## src/rtl/noc_packet.sv

```systemverilog
// Shared NoC flit format and per-VC framing state used by the router datapath.
package noc_packet;

   localparam int VC_COUNT  = 4;
   localparam int PAYLOAD_W = 16;

   typedef struct packed {
      logic                 head;
      logic                 tail;
      logic [PAYLOAD_W-1:0] payload;
   } noc_flit_t;

   typedef enum logic {
      IDLE   = 1'b0,
      ACTIVE = 1'b1
   } vc_state_t;

endpackage

```

## src/rtl/noc_input_buffer_vc_fifo.sv

```systemverilog
// Single-VC circular flit FIFO: pointer pair plus occupancy counter, combinational head read.
module vc_fifo
   import noc_packet::*;
#(
   parameter int DEPTH = 4,
   localparam int PTR_W = $clog2(DEPTH),
   localparam int OCC_W = $clog2(DEPTH + 1)
) (
   input  logic             clk,
   input  logic             rst_n,
   input  logic             push,
   input  logic             pop,
   input  noc_flit_t        wdata,
   output noc_flit_t        head,
   output logic             empty,
   output logic             full,
   output logic [OCC_W-1:0] occupancy
);

   noc_flit_t        mem [DEPTH];
   noc_flit_t        last_q;
   logic [PTR_W-1:0] rd_ptr_q;
   logic [PTR_W-1:0] wr_ptr_q;
   logic [OCC_W-1:0] occ_q;
   logic             do_push;
   logic             do_pop;

   assign empty     = (occ_q == '0);
   assign full      = (occ_q == OCC_W'(DEPTH));
   assign occupancy = occ_q;
   assign do_push   = push && !full;
   assign do_pop    = pop && !empty;

   // An empty FIFO shows the most recently popped flit rather than a stale slot.
   assign head = empty ? last_q : mem[rd_ptr_q];

   // NOTE: storage is deliberately not reset; a slot is only read after a push has written it.
   always_ff @(posedge clk) begin
      if (do_push) mem[wr_ptr_q] <= wdata;
   end

   always_ff @(posedge clk or negedge rst_n) begin
      if (!rst_n) begin
         rd_ptr_q <= '0;
         wr_ptr_q <= '0;
         occ_q    <= '0;
         last_q   <= '0;
      end else begin
         if (do_push) wr_ptr_q <= wr_ptr_q + PTR_W'(1);
         if (do_pop) begin
            rd_ptr_q <= rd_ptr_q + PTR_W'(1);
            last_q   <= mem[rd_ptr_q];
         end
         case ({do_push, do_pop})
            2'b10:   occ_q <= occ_q + OCC_W'(1);
            2'b01:   occ_q <= occ_q - OCC_W'(1);
            default: occ_q <= occ_q;
         endcase
      end
   end

endmodule

```

## src/rtl/noc_input_buffer.sv

```systemverilog
// Router input-port VC buffer: per-VC FIFOs, credit return, packet framing and sticky error flags.
module noc_input_buffer
   import noc_packet::*;
#(
   parameter int VC_COUNT = noc_packet::VC_COUNT,
   parameter int DEPTH    = 4,
   localparam int VC_W  = $clog2(VC_COUNT),
   localparam int OCC_W = $clog2(DEPTH + 1)
) (
   input  logic                clk,
   input  logic                rst_n,
   input  noc_flit_t           flit_in,
   input  logic                flit_in_valid,
   input  logic [VC_W-1:0]     flit_in_vc,
   input  logic [VC_COUNT-1:0] pop,
   output logic                buffer_empty     [VC_COUNT],
   output noc_flit_t           buffer_head_flit [VC_COUNT],
   output logic [VC_COUNT-1:0] credit_out,
   output logic [OCC_W-1:0]    vc_occupancy     [VC_COUNT],
   output logic [VC_COUNT-1:0] vc_active,
   output logic                overflow_error,
   output logic                underflow_error,
   output logic                framing_error
);

   vc_state_t           state_q [VC_COUNT];
   logic [VC_COUNT-1:0] push_v;
   logic [VC_COUNT-1:0] empty_v;
   logic [VC_COUNT-1:0] full_v;
   logic                accept;
   logic                framing_bad;

   always_comb begin
      // NOTE: every combinational output gets a default first so no latch is inferred.
      push_v    = '0;
      empty_v   = '0;
      vc_active = '0;
      for (int v = 0; v < VC_COUNT; v++) begin
         push_v[v]    = flit_in_valid && (flit_in_vc == VC_W'(v));
         empty_v[v]   = buffer_empty[v];
         vc_active[v] = (state_q[v] == ACTIVE);
      end
   end

   assign accept      = flit_in_valid && !full_v[flit_in_vc];
   assign framing_bad = (state_q[flit_in_vc] == IDLE) ? !flit_in.head : flit_in.head;

   for (genvar v = 0; v < VC_COUNT; v++) begin : g_vc
      vc_fifo #(.DEPTH(DEPTH)) u_fifo (
         .clk       (clk),
         .rst_n     (rst_n),
         .push      (push_v[v]),
         .pop       (pop[v]),
         .wdata     (flit_in),
         .head      (buffer_head_flit[v]),
         .empty     (buffer_empty[v]),
         .full      (full_v[v]),
         .occupancy (vc_occupancy[v])
      );
   end

   always_ff @(posedge clk or negedge rst_n) begin
      if (!rst_n) begin
         credit_out      <= '0;
         overflow_error  <= 1'b0;
         underflow_error <= 1'b0;
         framing_error   <= 1'b0;
         for (int v = 0; v < VC_COUNT; v++) state_q[v] <= IDLE;
      end else begin
         credit_out <= pop & ~empty_v;
         if (flit_in_valid && full_v[flit_in_vc]) overflow_error <= 1'b1;
         if (|(pop & empty_v))                    underflow_error <= 1'b1;
         if (accept && framing_bad)               framing_error <= 1'b1;
         // Framing only advances on flits that actually entered the FIFO.
         if (accept) begin
            case (state_q[flit_in_vc])
               IDLE:    if (flit_in.head && !flit_in.tail) state_q[flit_in_vc] <= ACTIVE;
               ACTIVE:  if (!flit_in.head && flit_in.tail) state_q[flit_in_vc] <= IDLE;
               default: state_q[flit_in_vc] <= IDLE;
            endcase
         end
      end
   end

endmodule

```

## config.mk

```make
export PLATFORM = sky130hd
export DESIGN_NAME = noc_input_buffer
export DESIGN_NICKNAME = d
export VERILOG_FILES = /design/src/rtl/noc_packet.sv /design/src/rtl/noc_input_buffer_vc_fifo.sv /design/src/rtl/noc_input_buffer.sv
export SDC_FILE = /design/constraint.sdc
export NUM_CORES = 1
export LEC_CHECK = 0
export ABC_AREA = 1
export CORE_UTILIZATION = 55
export CTS_CLUSTER_DIAMETER = 50
export DETAILED_ROUTE_END_ITERATION = 8
export GPL_TIMING_DRIVEN = 0
export PLACE_DENSITY = 0.75
export SYNTH_ARGS = -nofsm -noshare
export SYNTH_HDL_FRONTEND = slang
export SYNTH_HIERARCHICAL = 1
export SYNTH_SLANG_ARGS = --single-unit
```

## constraint.sdc

```tcl
create_clock -name clk -period 2.1 [get_ports clk]
set_input_delay 0.42 -clock clk [delete_from_list [all_inputs] [get_ports clk]]
set_output_delay 0.42 -clock clk [all_outputs]
set_load 0.02 [all_outputs]
```

==> summary.md, run 1 <==
| Metric | Value |
|---|---|
| Hold Fails Final Rpt | 0 |
| Top cell type's share of synthesized area | around 50% |
| Worst r2r path cells | 12 |
| Leading area contributor after synthesis | edfxtp_1 |
| Largest net degree at the start of global routing | 71 |
| Starting density of the core | between 50 and 60% |
| Setup crit end kind | primary output |
| First DRT Iteration DRCs | about 1800 |
| Worst-Skew Late Latency | about 0.54 ns |
| Max Freq | ~430 MHz |
| Routability Congestion | about 0.83 |
| Final HPWL DP | between 20000 and 30000 µm |
| Yosys warning count | 6 |
| Failing checks | negative setup slack |
| Logic pwr share | 54.5% |
| Vias in the first global route | roughly 13000 |
| Max_cap viols | 0 |
| Vias | ~14000 |
| Clk sinks | about 400 |
| First-pass DRT Iterations | 5 |
| Final cell count without fillers | approximately 2400 |
| Net Switching | around 17 mW |
| Slack of the critical path | -0.237 ns |
| PwrDens | between 1500 and 2000 mW/mm² |
| Gr usage total | 30.2% |
| Final Critical Period | 2.34 ns |
| Peak VDD IR | roughly 1.3 mV |
| Placed Cells | about 2100 |
| Max Slew Vio Count | 0 |
| Layout area overhead | 44.1% |
| Core Area | roughly 0.03 mm² |
| Sw Ratio | around two fifths |
| Arrival time worst endpoint | 1.92 ns |
| Vias/cell | approximately 6.1 |
| Critical path startpoint category | flip-flop |
| WS Path Type | flip-flop to primary output |
| Share of post-route cells with drive strength above 1 | roughly two fifths |
| Hold Startpoint | flit_in_valid |
| Htree depth | 2 |
| Area contributors post-synth | edfxtp_1, dfrtp_1, nand2_1 |
| ANT nets after route | 0 |
| RR Endpoint | g_vc[1].u_fifo/occupancy[2]$_DFFE_PN0P_ |
| Clk slew on worst S/H paths | 0.06 ns |
| Clk_skew | around 0.018 ns |
| Diodes inserted | 0 |
| Max clock buf depth | 3 |
| Post-route clock period utilization | 111% |
| Site Rows | between 60 and 70 |
| Static Leakage | around 11 nW |
| Crit path max fanout | 8 |
| Yosys reg bits | 399 |
| DRC viols | 0 |
| Netlist cell types | 26 |
| Worst Hold Depth | 2 |
| Worst reg2reg setup slack | -0.10 ns |
| Register area share after synthesis | between 60% and 70% |
| Clk root buf | clkbuf_16 |
| WL/cell | between 20 and 25 µm |
| First-pass GRT wire length | 71600 µm |
| Pwr Total | 41.2 mW |
| Slew headroom | between 10% and 20% |
| Syn Area/Cell | ~11 µm² |
| Internal | around 24 mW |
| Most common cell after layout, fill and taps aside | nand2_1 |
| Util after Layout | about four fifths |
| Status | finished with violations |
| Synthesized cell area | 0.0171 mm² |
| Final setup viols | 78 |
| Hold EP | overflow_error$_DFFE_PN0P_ |
| Initial antenna violation count | 0 |
| CP Data Required Time | around 1.7 ns |
| RSZ-0062 raised after global routing | true |
| Syn Nets | 1645 |
| Final WL | 56700 µm |
| TritonCTS Buffers | 42 |
| # nets final | roughly 2000 |
| Gate Count Post-Synth | approximately 1600 |
| GRT Residual Overflow | 0 |
| Io pins | roughly 130 |
| Die footprint | about 0.032 mm² |
| Hold WC Path Type | input pin to flip-flop |
| Die W | 178 µm |
| Setup Slack @ Placement | -0.900 ns |
| Clock Power Share | 19.3% |
| Flop pwr share | a little over a quarter |
| Most frequent cells in the layout | nand2_1, edfxtp_1, nand3_2, nand2_2, nand3_1 |
| Worst r2r src | g_vc[1].u_fifo/occupancy[0]$_DFFE_PN0P_ |
| IO buf count | roughly 130 |
| Worst Tran Pin Value | ~1.3 ns |
| TritonCTS clock tree | yes |
| Final TNS setup | -9.09 ns |
| Die Ht | between 150 and 200 µm |
==> registers in the layout, summed over array words and instances, names as in the netlist, named ones only <==
register,flops
g_vc.u_fifo/mem,288
g_vc.u_fifo/wr_ptr_q,8
g_vc.u_fifo/rd_ptr_q,8
g_vc.u_fifo/last_q,72
credit_out,4
framing_error,1
underflow_error,1
g_vc.u_fifo/occupancy,12
overflow_error,1
==> critical path: stages (launching register included) <==
cell	delay, ns
dfrtp_1	0.43
inv_4	0.15
buf_12	0.12
buf_8	0.12
nand2_2	0.06
nand3_2	0.11
nand3_2	0.14
nand2_2	0.11
buf_6	0.12
==> metal layers <==
layer  vias up  wire length, µm  part of all wire (%)  track usage (%)
li1       6026                -                     -                -
met1      6992            19900                    35             40.3
met2      1105            28300                    50             50.3
met3       216             5760                    10             3.47
met4         0             2760                   4.9             12.9
met5         -                0                     0                0
==> cell usage after synthesis, drive strengths merged <==
library cell	count
a21oi	4
ha	20
a221oi	1
nor3	2
inv	81
xnor2	8
fa	4
o21ai	8
edfxtp	288
a21o	1
dfrtp	111
nand2	651
buf	65
nor2	31
xor2	12
nand3	303
nand4	4
==> what timing repair did <==
item	CTS	global route
hold buffers	1	0
gates resized for setup	771	347
buffers inserted	57	79
endpoints found under the setup margin	265	223
gates cloned	10	10
hold endpoints to repair	41	0
pin swaps	96	148
==> worst max-delay path by stage <==
stage	start	to	slack [ns]	depth (start not counted)
after floorplan	flit_in_vc[0]	g_vc[2].u_fifo/mem[0][0]$_DFFE_PP_	-0.04	4
after global placement	rst_n	g_vc[3].u_fifo/last_q[17]$_DFFE_PN0P_	-4.35	1
after detailed placement	flit_in_valid	g_vc[0].u_fifo/mem[0][3]$_DFFE_PP_	-0.90	5
after CTS	g_vc[3].u_fifo/rd_ptr_q[1]$_DFFE_PN0P_	buffer_head_flit[9]	-0.21	6
after global routing	g_vc[2].u_fifo/rd_ptr_q[0]$_DFFE_PN0P_	buffer_head_flit[33]	-0.25	8
final	g_vc[3].u_fifo/rd_ptr_q[0]$_DFFE_PN0P_	buffer_head_flit[6]	-0.24	8
==> final cells by class <==
class                      instances  area, µm²
sequential                       399      11400
timing repair buffer             286       3020
clock buffer                      49       1120
multi-input combinational       1049       6930
tap                              396        495
timing repair inverter             1       11.3
inverter                          81        378
buffer                            64        850
fill                            1493       6010
clock inverter                    28        350
==> power by group through the flow <==
| stage | Sequential [mW] | Clock [mW] | Combinational [mW] |
|---|---|---|---|
| floorplan | 10.8 | 0 | 8.42 |
| global placement | 10.7 | 0 | 13.7 |
| detailed placement | 10.7 | 0 | 14.1 |
| CTS | 10.6 | 7.90 | 17.8 |
| global route | 10.9 | 8.31 | 23.5 |
| finish | 10.8 | 7.95 | 22.5 |
==> stage by stage <==
stage          hold WS (ns)  cell area (µm²)
2_1_floorplan         0.124            17100
3_3_place_gp          0.446            18800
3_5_place_dp          0.378            19000
4_1_cts               0.395            22400
5_1_grt               0.216            24600
6_report              0.188            24600
==> kinds of logic after synthesis <==
family,after synthesis,share of synthesized area (%)
AO/OA/AOI/OAI,14,0.799
flip-flops,399,67.0
XOR/XNOR,20,1.03
adder cells (fa/ha/maj),24,1.94
buffers and inverters,146,4.49
AND/OR/NAND/NOR,991,24.8
Power figures use the tool's default switching activity.
==> run 2: changes to the inputs <==
ABC_CLOCK_PERIOD_IN_PS = 2100   (was not set)
==> results of run 2 <==
No change in the layout: final DEF, timing and power equal those of run 1.
==> run 3: changes to the inputs <==
CAP_MARGIN = 20   (was not set)
CORE_ASPECT_RATIO = 2   (was not set)
==> summary.md, run 3 (synthesis gave the netlist of run 1 again) <==
| Metric | Value |
|---|---|
| WL/cell | between 20 and 25 µm |
| Area of the multi-input gates | just under 0.007 mm² |
| Clk sinks | roughly 400 |
| First-pass GRT wire length | 70200 µm |
| Final setup viols | slightly above 70 |
| Fill count | 1499 |
| Io pins | between 100 and 150 |
| FF+latch area | about 0.011 mm² |
| PwrDens | between 1500 and 2000 mW/mm² |
| Worst reg2reg setup slack | 0 ns |
| Logic pwr share | 56.5% |
| Gr usage total | approximately 29% |
| Flop pwr share | 27.1% |
| Max Slew Vio Count | 0 |
| Final HPWL DP | about 27000 µm |
| Vias/cell | between 6 and 7 |
| Sw Ratio | between 40% and 50% |
| Core Area | 0.0303 mm² |
| Die Ht | about 250 µm |
| Peak VDD IR | between 1 and 1.5 mV |
| Critical path startpoint category | flip-flop |
| Share of post-route cells with drive strength above 1 | about two fifths |
| Largest Register | g_vc.u_fifo/mem |
| Final TNS setup | -8.36 ns |
| Starting density of the core | between 50% and 60% |
| Routability Congestion | between 0.8 and 0.9 |
| Final cell count without fillers | roughly 2300 |
| Clk slew on worst S/H paths | roughly 0.070 ns |
| Hold WC Path Type | input pin to flip-flop |
| Static Leakage | approximately 10 nW |
| Worst r2r path cells | 12 |
| Slack of the critical path | -0.186 ns |
| Final Critical Period | 2.29 ns |
| First-pass DRT Iterations | 5 |
| Internal | 23.2 mW |
| Worst Tran Pin Value | 1.08 ns |
| Die W | around 130 µm |
| Hold Fails Final Rpt | 0 |
| Vias in the first global route | between 10000 and 15000 |
| Initial antenna violation count | 0 |
| Clock Power Share | 16.4% |
| Max Freq | 437 MHz |
| # nets final | roughly 2000 |
| Final WL | approximately 54000 µm |
| Vias | ~14000 |
| Placed Cells | around 2100 |
| Most common cell after layout, fill and taps aside | nand2_1 |
| Diodes inserted | 0 |
| Clk_skew | roughly 0.015 ns |
| WS Path Type | flip-flop to primary output |
| Die footprint | ~0.032 mm² |
| Setup crit end kind | primary output |
| ANT nets after route | 0 |
| Cell area after layout | approximately 0.024 mm² |
| Placed instance area | between 0.015 and 0.02 mm² |
| Layout area overhead | 41.9% |
| Most frequent cells in the layout | nand2_1, edfxtp_1, nand3_2, nand2_2, buf_6 |
| Clk root buf | clkbuf_16 |
| RSZ-0062 raised after global routing | true |
| Htree depth | 2 |
| TritonCTS Buffers | 34 |
| Net Switching | approximately 16 mW |
| Arrival time worst endpoint | 1.87 ns |
| Slew headroom | between 20% and 30% |
| WHS | 0.233 ns |
| Largest net degree at the start of global routing | 69 |
| Post-route clock period utilization | 109% |
| IO buf count | around 130 |
| DRC viols | 0 |
| Worst Hold Depth | 2 |
| CP Data Required Time | around 1.7 ns |
| Status | finished with violations |
| Max_cap viols | 0 |
| Largest register FFs | 288 |
| Hold Startpoint | flit_in_valid |
| Worst r2r src | g_vc[3].u_fifo/occupancy[0]$_DFFE_PN0P_ |
| RR Endpoint | g_vc[3].u_fifo/occupancy[2]$_DFFE_PN0P_ |
| Crit path max fanout | 5 |
| TritonCTS clock tree | yes |
| GRT Residual Overflow | 0 |
| Failing checks | negative setup slack |
| Worst-Skew Late Latency | roughly 0.53 ns |
| Util after Layout | between 70% and 80% |
| Hold EP | overflow_error$_DFFE_PN0P_ |
| Site Rows | 90 |
| First DRT Iteration DRCs | between 1000 and 1500 |
| Max clock buf depth | 3 |
## run 3: changes by cell type in the layout (fill, tap and decap cells not counted), sizes merged
cell / previous run / this run
buf: 289 / 276
clkinv: 20 / 16
bufinv: 7 / 4
inv: 80 / 77
clkbuf: 61 / 60
clkdlybuf4s50: 37 / 38
dlygate4sd2: 3 / 2
## run 3: final cells by class
type | count | area share, %
tap | 368 | 1.90
clock buffer | 42 | 3.77
multi-input combinational | 1049 | 28.6
clock inverter | 19 | 0.863
timing repair buffer | 278 | 12.6
sequential | 399 | 47.2
buffer | 65 | 3.57
inverter | 81 | 1.51
## run 3: worst max path at each step
stage / start / cells past startpoint / to / slack (ns)
6_report: g_vc[3].u_fifo/rd_ptr_q[0]$_DFFE_PN0P_ / 8 / buffer_head_flit[5] / -0.19
5_1_grt: g_vc[3].u_fifo/rd_ptr_q[0]$_DFFE_PN0P_ / 8 / buffer_head_flit[5] / -0.23
4_1_cts: g_vc[1].u_fifo/rd_ptr_q[0]$_DFFE_PN0P_ / 8 / buffer_head_flit[36] / -0.15
2_1_floorplan: flit_in_vc[0] / 4 / g_vc[2].u_fifo/mem[0][0]$_DFFE_PP_ / -0.04
3_5_place_dp: flit_in_vc[1] / 5 / g_vc[2].u_fifo/mem[2][12]$_DFFE_PP_ / -0.96
3_3_place_gp: rst_n / 1 / g_vc[1].u_fifo/last_q[13]$_DFFE_PN0P_ / -4.33
## run 3: worst max-delay path, stage by stage (launching register included)
cell	delay, ns
dfrtp_1	0.43
buf_6	0.16
buf_12	0.14
buf_8	0.14
nand2_2	0.06
nand3_2	0.09
nand3_2	0.10
nand2_2	0.08
buf_6	0.14
## run 3: timing repair
item                                    4_1_cts  5_1_grt
buffers inserted                             64       56
pin swaps                                   101      138
hold buffers                                  1        0
endpoints found under the setup margin      296      141
hold endpoints to repair                     43        0
cloned                                        5       16
gates resized for setup                     764      353
## run 3: layer usage
metal	vias to the layer above	GRT usage (%)	share of wire [%]
li1	5961	-	-
met2	922	53.3	53
met5	-	0	0
met4	0	19.4	7.4
met3	269	3.40	6.9
met1	6844	31.6	33
## run 3: power groups by stage
stage / logic, mW / registers (mW) / clock network (mW)
final: 22.4 / 10.7 / 6.49
after global routing: 23.4 / 10.9 / 6.81
after CTS: 17.4 / 10.6 / 6.46
after detailed placement: 14.0 / 10.7 / 0
after global placement: 13.7 / 10.7 / 0
after floorplan: 8.42 / 10.8 / 0
## run 3: stage by stage
step                worst slack (ns)  total power, mW
floorplan                    -0.0377             19.2
global placement               -4.33             24.3
detailed placement            -0.956             24.8
CTS                           -0.145             34.4
global route                  -0.228             41.1
finish                        -0.186             39.6
